$ cat src/rtl/alu16_pkg.sv
// alu16 shared constants and flag bundle.
// Optional subtract mode: define ALU16_SUB_EN.
package alu16_pkg;

   localparam int WIDTH = 16;
   localparam int SLICE = 4;

   typedef struct packed {
      logic sign;
      logic zero;
      logic carry;
      logic parity;
      logic overflow;
   } flags_t;

endpackage

$ cat src/rtl/add4_slice.sv
// Ripple adder slice with carry in/out.
// Chained by alu16 to build the full-width sum.
module add4_slice #(
   parameter int N = 4
) (
   input  logic [N-1:0] a,
   input  logic [N-1:0] b,
   input  logic         cin,
   output logic [N-1:0] s,
   output logic         cout
);

   logic [N:0] sum;

   assign sum  = {1'b0, a} + {1'b0, b}
               + {{N{1'b0}}, cin};
   assign s    = sum[N-1:0];
   assign cout = sum[N];

endmodule

$ cat src/rtl/alu16.sv
// Registered adder with sign/zero/carry/parity/overflow flags.
// Define ALU16_SUB_EN to add a sub port (x + ~y + 1).
module alu16 #(
   parameter int WIDTH = alu16_pkg::WIDTH,
   parameter int SLICE = alu16_pkg::SLICE
) (
   input  logic             clk,
   input  logic             rst_n,
   input  logic             in_valid,
   input  logic [WIDTH-1:0] x,
   input  logic [WIDTH-1:0] y,
`ifdef ALU16_SUB_EN
   input  logic             sub,
`endif
   output logic             out_valid,
   output logic [WIDTH-1:0] z,
   output logic             sign,
   output logic             zero,
   output logic             carry,
   output logic             parity,
   output logic             overflow
);

   import alu16_pkg::*;

   localparam int NS = WIDTH / SLICE;

   logic [NS:0]      c;
   logic [WIDTH-1:0] yb;
   logic [WIDTH-1:0] s;
   flags_t           fn;
   flags_t           fq;
   logic [WIDTH-1:0] zq;
   logic             vq;

`ifdef ALU16_SUB_EN
   assign yb   = sub ? ~y : y;
   assign c[0] = sub;
`else
   assign yb   = y;
   assign c[0] = 1'b0;
`endif

   genvar i;
   for (i = 0; i < NS; i++) begin : g_sl
      add4_slice #(
         .N    (SLICE)
      ) u_sl (
         .a    (x[i*SLICE +: SLICE]),
         .b    (yb[i*SLICE +: SLICE]),
         .cin  (c[i]),
         .s    (s[i*SLICE +: SLICE]),
         .cout (c[i+1])
      );
   end

   // overflow sees the effective (possibly inverted) y operand
   always_comb begin
      fn          = '0;
      fn.sign     = s[WIDTH-1];
      fn.zero     = (s == '0);
      fn.carry    = c[NS];
      fn.parity   = ~^s;
      fn.overflow =
         (x[WIDTH-1] & yb[WIDTH-1] & ~s[WIDTH-1]) |
         (~x[WIDTH-1] & ~yb[WIDTH-1] & s[WIDTH-1]);
   end

   always_ff @(posedge clk) begin
      if (!rst_n) begin
         vq <= 1'b0;
         zq <= '0;
         fq <= '0;
      end else begin
         vq <= in_valid;
         if (in_valid) begin
            zq <= s;
            fq <= fn;
         end
      end
   end

   assign out_valid = vq;
   assign z         = zq;
   assign sign      = fq.sign;
   assign zero      = fq.zero;
   assign carry     = fq.carry;
   assign parity    = fq.parity;
   assign overflow  = fq.overflow;

endmodule

$ cat config.mk
export PLATFORM = sky130hd
export DESIGN_NAME = alu16
export DESIGN_NICKNAME = d
export VERILOG_FILES = /design/src/rtl/alu16_pkg.sv /design/src/rtl/add4_slice.sv /design/src/rtl/alu16.sv
export SDC_FILE = /design/constraint.sdc
export NUM_CORES = 1
export LEC_CHECK = 0
export BUFFER_PORTS_ARGS = -buffer_cell sky130_fd_sc_hd__buf_2
export CAP_MARGIN = 20
export CORE_MARGIN = 4
export CORE_UTILIZATION = 45
export DETAILED_ROUTE_END_ITERATION = 8
export PLACE_DENSITY = 0.77
export SLEW_MARGIN = 0
export SYNTH_ARGS = -nofsm -noshare
export SYNTH_HDL_FRONTEND = slang
export SYNTH_SLANG_ARGS = --single-unit
export TNS_END_PERCENT = 10
$ cat constraint.sdc
create_clock -name clk -period 4.67 [get_ports clk]
set_input_delay 0.467 -clock clk [delete_from_list [all_inputs] [get_ports clk]]
set_output_delay 0.467 -clock clk [all_outputs]
set_load 0.005 [all_outputs]
# == After elaboration in Yosys (flattened, before gate mapping) ==
# Index checks and enable logic that the tools add are counted.
# word_totals
reg_bits,22
elab_cells,24
# op_classes
n_addsub,7
bitwise,8
n_reduce_logical,2
# op_table
cell,n
adder 4 x 4 -> 5 bit,4
zero test 16 bit,1
XNOR reduction 16 bit,1
adder 5 x 1 -> 5 bit,3
AND 1 bit,4
inverter 1 bit,3
bitwise OR 1 bit,1

# == Longest topological paths before layout ==
# logic_depth
ltp_word,7
ltp_mapped,25
depth_no_buf,25

# == Cells and area by module ==
# Synthesis repeated with hierarchy kept, for this count alone.
# hier_totals
hier_cells,169
hier_area_um2,1606.5
# modules_own_cells
mod,n_inst,cells_each,area_each_um2,seq_area_each_um2
alu16,1,105,1031.0,420.4
add4_slice,4,16,143.9,0.0

# == Worst setup path before layout ==
# OpenSTA, ideal clock, no wires.
# synth_path
path_kind,input to register
start,in y[0]
end,"reg fq, in the netlist parity"
setup_time_ns,0.124
t_arrival_ns,4.588
t_required_ns,4.546
setup_slack_ns,-0.042
path_stages,24
n_path_buf,0
cell_sequence,ha_1 inv_1 fa_1 inv_1 a21o_1 a21oi_1 fa_1 fa_1 o21ai_0 a21oi_1 fa_1 inv_1 fa_1 nand2_1 nand2_1 a21o_1 fa_1 fa_1 xnor2_1 ha_1 xnor2_1 xnor2_1 xnor2_1 o21ai_0
# synth_between
elab_chain_cells,5
# synth_lines
item,line,text
start: declaration,alu16.sv:11,"input logic [WIDTH-1:0] y,"
adder 4 x 4 -> 5 bit (*),add4_slice.sv:15,"assign sum = {1'b0, a} + {1'b0, b}"
adder 5 x 1 -> 5 bit (3 in series),add4_slice.sv:16,"+ {{N{1'b0}}, cin};"
XNOR reduction 16 bit (*),alu16.sv:63,fn.parity = ~^s;
end signal: assignment,alu16.sv:78,fq <= fn;
end: declaration,alu16.sv:32,flags_t fq;
# Mark *: on every way between the ends. The rest lies on a longest branch, timed or not.
# A chain may end at the register's enable or synchronous reset.

# == Worst setup path in the final report ==
# Same ends and word-level chain as after synthesis.

==> impl_summary.log <==
INFO  metric num_vias = 1,321
INFO  metric grt_start_max_net_pins = 24
INFO  metric pwr_density_cell = 308 mW/mm^2
INFO  metric final_hold_viol_count = 0
INFO  metric grt_first_pass_wirelength = 5230 microns
INFO  metric initial_utilization = 46.7%
INFO  metric drt-initial-drc-count = 37
INFO  metric worstSetupStartpointType = primary input
INFO  metric finalClockSkew = 0 ps
INFO  metric post_synth_instance_area = 0.00156 sq mm
INFO  metric ys_seq_area_share = 27.0%
INFO  metric synth_edf_count = 0
INFO  metric grt_usage = 15.3%
INFO  metric vdd.ir_drop.worst = 0.000147 V
INFO  metric grt_most_used_layer = met2
INFO  metric postSynthAreaPerCell = 9.39 sq um
INFO  metric htreeDepth = 1
INFO  metric post_route_worst_setup_slack = 74.4 ps
INFO  metric post_route_cells_drive_above_1_share = 41.5%
INFO  metric post_dp_cell_area = 0.00194 sq mm
INFO  metric number_of_primary_i_o_pins = 57
INFO  metric worst_slew_pin_slew = 447 ps
INFO  metric min_path_type = flop to flop
INFO  metric numClockSinks = 21
INFO  metric netlist.area_leader.share = 27.0%
INFO  metric clk_pin_slew_worst_paths = 120 ps
INFO  metric gp_routability_congestion = 0.736
INFO  metric port_buf_inserts = 56
INFO  metric antenna_diode_count = 0
INFO  metric synth_fp_nets = 230
INFO  metric synth_top_area_cell = dfxtp_1
INFO  metric mostFrequentLayoutCell = buf_2
INFO  metric post-dp-hpwl = 2670 microns
INFO  metric worstSetupPathType = primary input to flop
INFO  metric finalCriticalPeriod = 4600 ps
INFO  metric floorplan.die.height = 66.9 microns
INFO  metric routedWlPerCell = 12.4 microns
INFO  metric worst_slew_margin_rel = 70.2%
INFO  metric post-route-drc-count = 0
INFO  metric layout_common_cells = buf_2 (56), dfxtp_1 (21), ha_1 (20)
INFO  metric final_antenna_net_count = 0
INFO  metric core = 0.00334 sq mm
INFO  metric crit_fanout = 2
INFO  metric finalNetCount = 294
INFO  metric worst-endpoint-arrival = 4790 ps
INFO  metric yosys-top-cells-area = dfxtp_1 (27%), ha_1 (18%), fa_1 (9.0%)
INFO  metric cp_data_required_time = 4870 ps
INFO  metric tritoncts = done
INFO  metric detail_route.wirelength = 3410 microns
INFO  metric share_of_synthesized_flip_flops_with_an_asynchronous_set_or_reset = 0%
INFO  metric setup_slack_at_placement = -315 ps
INFO  metric outcome = completed
INFO  metric dieArea = 0.00447 sq mm
INFO  metric dieWidth = 66.9 microns
INFO  metric clock.fmax = 0.218 GHz
INFO  metric fill_cells = 306
INFO  metric cts_buffers = 3
INFO  metric post-route-period-util = 98.4%
INFO  metric grt.met3_usage = 2.70%
INFO  metric antenna_found_initial = 0
INFO  metric synth-seq-cells = 21
INFO  metric signed_area_change_from_the_synthesized_netlist_to_the_final_layout = 31.5%
INFO  metric static_leak = 1.11 nW
INFO  metric synth_flop_cell = dfxtp_1
INFO  metric max_cap_viol_count = 0
INFO  metric crit_end_element = flop
INFO  metric clock_insertion_delay_worst_skew = 310 ps
INFO  metric syn_inst = 166
INFO  metric dr_pass1_iterations = 2
INFO  metric final_max_slew_viol_count = 0
INFO  metric post-route-cell-area = 0.00205 sq mm
INFO  metric met2_usage = 26.1%
INFO  metric first_global_vias = 1,238
INFO  metric core.rowCount = 21
INFO  metric clockRootBuffer = clkbuf_4
INFO  metric synth-warning-count = 0
INFO  metric setup_viol = 0
INFO  metric synth.distinct_cells = 32
INFO  metric clock_path_buffers = 2
INFO  metric avgViaCountPerCell = 4.80
INFO  metric grt_overflow_total = 0
INFO  metric met1_usage = 19.4%
==> cell usage after synthesis (2+ instances only) <==
cell type	n
ha_1	22
dfxtp_1	21
inv_1	21
nand2_1	11
o21ai_0	9
xnor2_1	8
fa_1	7
nor2b_1	7
a21oi_1	6
o211a_1	6
a21o_1	5
nand3_1	5
xor2_1	5
mux2i_1	4
buf_4	3
nor3_1	3
a21boi_0	2
clkbuf_1	2
nand4_1	2
nor2_1	2
nor3b_1	2
o31ai_1	2
or2_2	2
==> worst max-delay path, stage by stage <==
cell and delay [ps]:
buf_2 120, ha_4 160, inv_2 50, fa_2 200, inv_1 40, a21o_1 150
a21oi_2 140, fa_2 240, fa_2 230, o21ai_2 60, a21oi_2 170, fa_2 230
inv_2 40, fa_2 350, nand2_1 70, nand2_1 50, a21o_1 170, fa_2 380
fa_2 420, xnor2_2 160, ha_1 330, xnor2_2 160, xnor2_2 200, xnor2_1 130
o21ai_0 80
==> cell type report <==
| type | count | area [sq um] | share of cell area [%] |
|---|---|---|---|
| multi-input combinational | 117 | 1110 | 54.3 |
| sequential | 21 | 420 | 20.5 |
| timing repair buffer | 65 | 348 | 17.0 |
| inverter | 22 | 82.6 | 4.03 |
| tap | 46 | 57.6 | 2.81 |
| clock buffer | 3 | 22.5 | 1.10 |
| clock inverter | 1 | 5.00 | 0.244 |
==> metal layers <==
metal  wire length (microns)  vias up
met5                       0        -
met4                      21        0
met3                     211        2
met2                    1730       33
met1                    1450      601
li1                        -      685
==> worst paths after layout <==
path         cells past startpoint             startpoint  slack [ps]               endpoint
max                             25                   y[0]          70    parity$_SDFFE_PN0P_
max reg2reg                      2  overflow$_SDFFE_PN0P_        3910  overflow$_SDFFE_PN0P_
min reg2reg                      1      z[1]$_SDFFE_PN0P_         490      z[1]$_SDFFE_PN0P_
min                              1      z[1]$_SDFFE_PN0P_         490      z[1]$_SDFFE_PN0P_
==> power by group <==
group	internal (mW)	switching [mW]	total, mW
logic	0.181	0.152	0.333
registers	0.198	0.00837	0.207
clock network	0.0320	0.0588	0.0907
total	0.411	0.219	0.631
==> cells by family after synthesis <==
group	share of synthesized area, %
AND/OR/NAND/NOR	13.7
buffers and inverters	7.95
AO/OA/AOI/OAI	14.8
flip-flops	27.0
XOR/XNOR	7.30
adder cells (fa/ha/maj)	26.6
multiplexers	2.57
==> through the flow <==
stage          TNS, ps  hold WS (ps)  instances  power (mW)  utilization (%)
6_report             0           492        275       0.631             61.4
5_1_grt           -120           513        275       0.679             61.4
4_1_cts              0           496        274       0.577             58.9
3_5_place_dp      -345           466        270       0.486             58.0
3_3_place_gp      -219           457        270       0.478             58.0
2_1_floorplan        0           476        166       0.409                -
==> registers in the layout, indices dropped and copies added, names as in the netlist <==
name and cells:
overflow 1, sign 1, carry 1, zero 1, parity 1, out_valid 1
z 15
==> repair_timing <==
| item | 4_1_cts | 5_1_grt |
|---|---|---|
| buffers inserted | 0 | 1 |
| resized for setup | 0 | 14 |
| setup endpoints to repair | 0 | 2 |
| hold buffers | 0 | 0 |
No activity file was read; power rests on OpenSTA's default activity.
